===== config.mk =====
export PLATFORM = sky130hd
export DESIGN_NAME = kb_ascii
export DESIGN_NICKNAME = d
export VERILOG_FILES = /design/src/rtl/kb_ascii.sv
export SDC_FILE = /design/constraint.sdc
export NUM_CORES = 1
export LEC_CHECK = 0
export ABC_AREA = 1
export CORE_MARGIN = 2
export CORE_UTILIZATION = 35
export DETAILED_ROUTE_END_ITERATION = 12
export PLACE_DENSITY = 0.59
export SETUP_SLACK_MARGIN = 0.02
export SYNTH_ARGS = -nofsm -noshare
export SYNTH_HDL_FRONTEND = slang
export SYNTH_SLANG_ARGS = --single-unit

===== constraint.sdc =====
create_clock -name i_clk -period 2.3 [get_ports i_clk]
set_clock_uncertainty 0.05 [all_clocks]
set_input_delay 0.575 -clock i_clk [delete_from_list [all_inputs] [get_ports i_clk]]
set_output_delay 0.575 -clock i_clk [all_outputs]
set_load 0.05 [all_outputs]

===== src/rtl/kb_ascii.sv =====
// kb_ascii: pops PS/2 scan-set-2 codes from an upstream buffer, translates
// them to ASCII and offers each character on a valid/ready output.
// Optional feature macro: KB_ASCII_CAPS_LOCK_EN (caps-lock toggle on code 58).
//
// Handshake semantics:
//   upstream  - i_key_code is meaningful whenever i_kb_buf_empty=0; the block
//               pops it by raising o_rd_key_code for exactly the cycle whose
//               rising edge consumes it (only in IDLE, never when empty).
//   consumer  - o_ascii_valid=1 offers o_ascii; o_ascii is held stable until
//               the rising edge at which i_ascii_ready=1 completes the transfer.
//               i_ascii_ready is ignored while o_ascii_valid=0.
module kb_ascii #(
  parameter int CNT_W = 8
) (
  input  logic             i_clk,
  input  logic             i_reset_n,
  input  logic [7:0]       i_key_code,
  input  logic             i_kb_buf_empty,
  output logic             o_rd_key_code,
  output logic [7:0]       o_ascii,
  output logic             o_ascii_valid,
  input  logic             i_ascii_ready,
  output logic [CNT_W-1:0] o_unmapped_cnt,
  output logic             o_caps,
  output logic [1:0]       o_dbg_state
);

  localparam logic [1:0] ST_IDLE   = 2'd0;
  localparam logic [1:0] ST_LOOKUP = 2'd1;
  localparam logic [1:0] ST_SEND   = 2'd2;

  logic [1:0]       state_q, state_d;
  logic [7:0]       code_q, code_d;
  logic [7:0]       ascii_q, ascii_d;
  logic [CNT_W-1:0] cnt_q, cnt_d;
  logic             rd_key_code;
  logic             caps_cur;
  logic             caps_key;
  logic             map_hit;
  logic [7:0]       map_char;
  logic             map_letter;

`ifdef KB_ASCII_CAPS_LOCK_EN
  logic caps_q, caps_d;
  assign caps_cur = caps_q;
  assign caps_key = (code_q == 8'h58);
`else
  assign caps_cur = 1'b0;
  assign caps_key = 1'b0;
`endif

  // Lowercase translation of the latched scan code; map_hit=0 for unmapped codes.
  always_comb begin
    map_hit  = 1'b1;
    map_char = 8'h00;
    case (code_q)
      8'h1C: map_char = 8'h61; 8'h32: map_char = 8'h62; 8'h21: map_char = 8'h63;
      8'h23: map_char = 8'h64; 8'h24: map_char = 8'h65; 8'h2B: map_char = 8'h66;
      8'h34: map_char = 8'h67; 8'h33: map_char = 8'h68; 8'h43: map_char = 8'h69;
      8'h3B: map_char = 8'h6A; 8'h42: map_char = 8'h6B; 8'h4B: map_char = 8'h6C;
      8'h3A: map_char = 8'h6D; 8'h31: map_char = 8'h6E; 8'h44: map_char = 8'h6F;
      8'h4D: map_char = 8'h70; 8'h15: map_char = 8'h71; 8'h2D: map_char = 8'h72;
      8'h1B: map_char = 8'h73; 8'h2C: map_char = 8'h74; 8'h3C: map_char = 8'h75;
      8'h2A: map_char = 8'h76; 8'h1D: map_char = 8'h77; 8'h22: map_char = 8'h78;
      8'h35: map_char = 8'h79; 8'h1A: map_char = 8'h7A;
      8'h45: map_char = 8'h30; 8'h16: map_char = 8'h31; 8'h1E: map_char = 8'h32;
      8'h26: map_char = 8'h33; 8'h25: map_char = 8'h34; 8'h2E: map_char = 8'h35;
      8'h36: map_char = 8'h36; 8'h3D: map_char = 8'h37; 8'h3E: map_char = 8'h38;
      8'h46: map_char = 8'h39;
      8'h29: map_char = 8'h20; 8'h5A: map_char = 8'h0D; 8'h66: map_char = 8'h08;
      8'h0D: map_char = 8'h09; 8'h76: map_char = 8'h1B;
      default: map_hit = 1'b0;
    endcase
    map_letter = (map_char >= 8'h61) && (map_char <= 8'h7A);
  end

  // FSM next-state, pop strobe, output character and unmapped counter.
  always_comb begin
    state_d     = state_q;
    code_d      = code_q;
    ascii_d     = ascii_q;
    cnt_d       = cnt_q;
    rd_key_code = 1'b0;
`ifdef KB_ASCII_CAPS_LOCK_EN
    caps_d      = caps_q;
`endif
    case (state_q)
      ST_IDLE: begin
        if (!i_kb_buf_empty) begin
          rd_key_code = 1'b1;
          code_d      = i_key_code;
          state_d     = ST_LOOKUP;
        end
      end
      ST_LOOKUP: begin
        if (caps_key) begin
`ifdef KB_ASCII_CAPS_LOCK_EN
          caps_d = ~caps_q;
`endif
          state_d = ST_IDLE;
        end else if (map_hit) begin
          // Letters are 0x20 above their uppercase form.
          ascii_d = (map_letter && caps_cur) ? (map_char - 8'h20) : map_char;
          state_d = ST_SEND;
        end else begin
          if (cnt_q != {CNT_W{1'b1}}) cnt_d = cnt_q + CNT_W'(1);
          state_d = ST_IDLE;
        end
      end
      ST_SEND: begin
        if (i_ascii_ready) state_d = ST_IDLE;
      end
      default: state_d = ST_IDLE;
    endcase
  end

  // State registers with asynchronous active-low reset.
  always_ff @(posedge i_clk or negedge i_reset_n) begin
    if (!i_reset_n) begin
      state_q <= ST_IDLE;
      code_q  <= 8'h00;
      ascii_q <= 8'h00;
      cnt_q   <= '0;
`ifdef KB_ASCII_CAPS_LOCK_EN
      caps_q  <= 1'b0;
`endif
    end else begin
      state_q <= state_d;
      code_q  <= code_d;
      ascii_q <= ascii_d;
      cnt_q   <= cnt_d;
`ifdef KB_ASCII_CAPS_LOCK_EN
      caps_q  <= caps_d;
`endif
    end
  end

  // The pop strobe is combinational from IDLE, so gate it with reset to keep
  // it low for the whole time reset is held.
  assign o_rd_key_code  = rd_key_code & i_reset_n;
  assign o_ascii        = ascii_q;
  assign o_ascii_valid  = (state_q == ST_SEND);
  assign o_unmapped_cnt = cnt_q;
  assign o_caps         = caps_cur;
  assign o_dbg_state    = state_q;

endmodule

# == Word-level counts from Yosys, hierarchy flattened ==
# Cells that the tools add are included.
# totals
ff_bits,26
input_bits,12
out_inout_bits,21
elab_cells,68
# op_classes
addsub,1
n_eq_ne,46
muxes,8
bitwise,3
reduce_logical,6
# op_table
cell,n
$pmux 7 s41,1
$eq 8x6->1 const B,23
$eq 8x7->1 const B,10
$eq 8x5->1 const B,7
$reduce_or 41->1,1
$add 8x1->8 const B,1
$eq 8x4->1 const B,1
$ne 8x8->1 const B,1
$mux 2,3
$pmux 2 s3,1
$reduce_and 2->1,3
$mux 1,3
$reduce_and 3->1,1
$eq 2x1->1 const B,1
$eq 2x2->1 const B,1
$logic_not 2->1,1
$ne 2x1->1 const B,1
$ne 2x2->1 const B,1
$not 1->1,2
$and 1x1->1,1

# == Longest topological paths before layout ==
# depth
depth_word,5
ltp_mapped,13
mapped_depth_nobuf,13

# == Worst setup path after synthesis ==
# Ideal clock, no wire load.
# synth_timing
path_type,register to output
startpoint,"register state_q[0], in the netlist o_dbg_state[0]"
endpoint,output port o_rd_key_code
t_arrival_ns,1.936
required_time_ns,1.675
slack_ns,-0.261
stages_incl_launch_ff,4
path_buffers,0
path_cell_list,dfrtp_1 -> nor2_1 -> inv_1 -> nor3b_1
# synth_between
elab_chain_cells,3
# synth_lines
item,line,source
from (decl),32,"logic [1:0] state_q, state_d;"
from (signal assigned),128,state_q <= state_d;
$logic_not 2->1,87,case (state_q)
$mux 1,87,
$and 1x1->1,140,assign o_rd_key_code = rd_key_code & i_reset_n;
to (decl),19,"output logic o_rd_key_code,"
# Every way passes these cells.

# == Worst setup path in the final report ==
# layout_timing
startpoint,"register cnt_q[2], in the netlist o_unmapped_cnt[2]"
endpoint,output port o_unmapped_cnt[2]
# layout_lines
item,line,source
from (decl),35,"logic [CNT_W-1:0] cnt_q, cnt_d;"
from (signal assigned),131,cnt_q <= cnt_d;
to (decl),23,"output logic [CNT_W-1:0] o_unmapped_cnt,"
# No word-level cell between the ends.

==> results.ini <==
[timing]
setup_tns_ns = 0
post-route-min-period_ns = 2.15
tightest_slew_ns = 0.508
slew_viol_final = 0
finalCritPeriodShare_pct = 93.6
finalHoldViolCount = 0
fmax_ghz = 0.465
hold_slack_ns = 0.443
rsz0062_at_grt = no
setup_violations = 0
slew_headroom_pct = 66.1

[grt]
grt_pass1_wl_um = 9670
grt_use_total_pct = 18.8
overflow = 0
antenna_found_initial = 0
grt_pass1_vias = 2224
grt_max_degree = 26

[critical_path]
crit_chain = clkdlybuf4s50_1
r2r-end = o_ascii[5]
crit_arrival_ns = 1.53
cp_slowest_cell = clkdlybuf4s50_1
crit_fanout = 5
worstPathRequired_ns = 1.67
reg2regPathDepth = 12
r2r_setup_slack_ns = 0.22
criticalPathCategory = flop to output port
crit_family = buffers and inverters
reg2reg_from = code_q[3]
cpPeakStageDelay_ns = 0.83
cp_num_buf_inv = 1
endpoint_kind = output port
start_kind = flop

[detailed_routing]
drcViolationCount = 0
route.vias.total = 2225
wl_um = 5350
drtAntennaViolNets = 0
first_pass_iters = 5
viasPerCell = 5.10
drtIter0Drc = 293
wl_per_cell_um = 12.3

[power]
p_per_area_mw_per_mm2 = 1160
combPwrFrac_pct = 64.8
p_leak_nw = 1.39
pwr-share-clk_pct = 8.9
pwr-share-seq_pct = 26.3
ir_drop_mv = 0.665
cell_internal_pwr_mw = 1.30
switching_share_pct = 54.9
p_switching_mw = 1.58

[final_layout]
layout-drive-gt1-share_pct = 7.97
nNetsFinal = 378
area_growth_pct = 23.4
antenna_cells = 0

[synth]
synth_area_leader_cell = dfrtp_1
ys_warn_count = 0
syn-mean-instance-area_um2 = 6.12
synth_cell_types = 28
synth_seq_area_share_pct = 31.2
ys_seq_elements = 25
synth_top_area_share_pct = 31.2
syn_area_mm2 = 0.00201
yosys-top-cells-area = dfrtp_1 31%, nand2_1 24%, nor2_1 12%
synth_cells = 328

[clock_tree]
cts-buffers-inserted = 3
hold_buffers = 0
clk_pin_slew_worst_paths_ns = 0.08
htree_levels = 1
cts_resized = 0
cts_root_buf = clkbuf_8
clock_latency_ns = 0.26
cts_setup_buffers = 0
cts_tree = done
cts_sinks = 25
cts_buffer_depth = 2

[hold_path]
whs_path_depth = 2
worst_hold_path.endpoint = o_ascii[6]
hp-class = flop to flop
min_from = o_ascii[6]

[floorplan]
die_h_um = 79.7
pin_count = 33
core_mm2 = 0.00551
die_area_mm2 = 0.00636
start_util_pct = 36.4
die_w_um = 79.7
std_cell_rows = 27

[placed_design]
port_buffers = 30
globalplace.congestion = 1.10
dp.final_hpwl_um = 4220

[outcome]
run_status = finished, final reports clean

[flow_run]
cap_viol_max_count = 0

## sequential cells by signal (all words and copies together), names as in the netlist
register and flops:
o_dbg_state 2, o_ascii 7, o_unmapped_cnt 8, code_q 8
## how the worst max path moves through the flow
stage | from | endpoint | slack (ns) | cells past startpoint
finish | o_unmapped_cnt[2] | o_unmapped_cnt[2] | 0.15 | 1
global route | code_q[3] | o_unmapped_cnt[0] | 0.03 | 12
CTS | o_dbg_state[0] | o_ascii_valid | 0.03 | 2
detailed placement | code_q[4] | o_unmapped_cnt[7] | 0.1 | 12
global placement | code_q[4] | o_ascii[5] | 0.17 | 12
floorplan | o_dbg_state[0] | o_rd_key_code | 0.22 | 3
## synthesized netlist by cell type
| master | n |
|---|---|
| nand2_1 | 127 |
| nor2_1 | 63 |
| dfrtp_1 | 25 |
| inv_1 | 23 |
| nand3_1 | 21 |
| nand4_1 | 14 |
| o21ai_0 | 12 |
| xor2_1 | 6 |
| nor2_2 | 5 |
| nor3_1 | 4 |
| nand2_2 | 3 |
| nor2_4 | 3 |
| buf_4 | 2 |
| clkbuf_1 | 2 |
| inv_2 | 2 |
| nand2_4 | 2 |
| nand3b_1 | 2 |
| nor4_1 | 2 |
| and2_1 | 1 |
| buf_6 | 1 |
| clkinv_1 | 1 |
| conb_1 | 1 |
| ha_1 | 1 |
| nand3_2 | 1 |
| nand4_4 | 1 |
| nor3b_1 | 1 |
| o2111ai_1 | 1 |
| o31ai_1 | 1 |
## cells in the final DEF, fill, tap and decap left out, types with 2 or more instances in the layout
master and count:
nor4_1 2, clkbuf_8 3, xor2_1 6, o21ai_0 12
nor2_1 62, conb_1 2, nand3b_1 2, nand3_1 21
nor2_2 6, nand2_1 127, nor3_1 4, inv_1 23
buf_4 6, nor2_4 3, dfrtp_1 25, inv_2 2
nand4_1 14, clkdlybuf4s50_1 28, nand2_4 2, nand2_2 3
## final cells by class
class / instances / area, um2
clock buffers: 4 / 45.0
fillers: 570 / 3030
inverters: 26 / 97.6
multi-input cells: 273 / 1260
flip-flops and latches: 25 / 626
well taps: 72 / 90.1
repair buffers: 36 / 358
## worst reg2reg max path, stage by stage, from the launching register on
cell and delay [ns]:
dfrtp_1 0.42, inv_1 0.14, nand2_1 0.11, nor2_1 0.37, nand3_1 0.24, nand2_1 0.11
nor2_1 0.05, nand2_2 0.09, nor2_4 0.07, nand2_4 0.12, nand2_4 0.09, nand2_1 0.07
nand2_1 0.05
## per-stage QoR
stage	setup WS (ns)	util [%]	cell area, um2	instances	power, mW
after global routing	0.0338	45.0	2480	436	3.15
after global placement	0.166	44.1	2430	432	2.61
after detailed placement	0.0977	44.1	2430	432	2.61
after CTS	0.0292	44.9	2470	436	2.88
after floorplan	0.224	-	2020	329	2.10
final	0.148	45.0	2480	436	2.87
## cell families (layout without fill, tap and decap cells)
family,Yosys count,in the layout,synth area share (%)
compound gates,14,14,3.80
buf+inv,31,66,6.55
simple gates,250,250,55.0
xor+xnor,6,6,2.62
fa+ha+maj,1,1,0.623
other cells,1,2,0.187
flops,25,25,31.2
## metal layers
layer / global-route usage, % / share of wire [%]
met1: 25.8 / 47
met2: 28.9 / 44
met3: 2.60 / 6.3
met4: 8.97 / 3.0
met5: 0 / 0
## power by group through the flow
stage / logic (mW) / clock network [mW] / registers, mW
final: 1.86 / 0.255 / 0.757
after global routing: 2.07 / 0.290 / 0.793
after CTS: 1.86 / 0.268 / 0.756
after detailed placement: 1.85 / 0 / 0.758
after global placement: 1.85 / 0 / 0.759
after floorplan: 1.04 / 0 / 1.06
No activity file was read; power rests on OpenSTA's default activity.
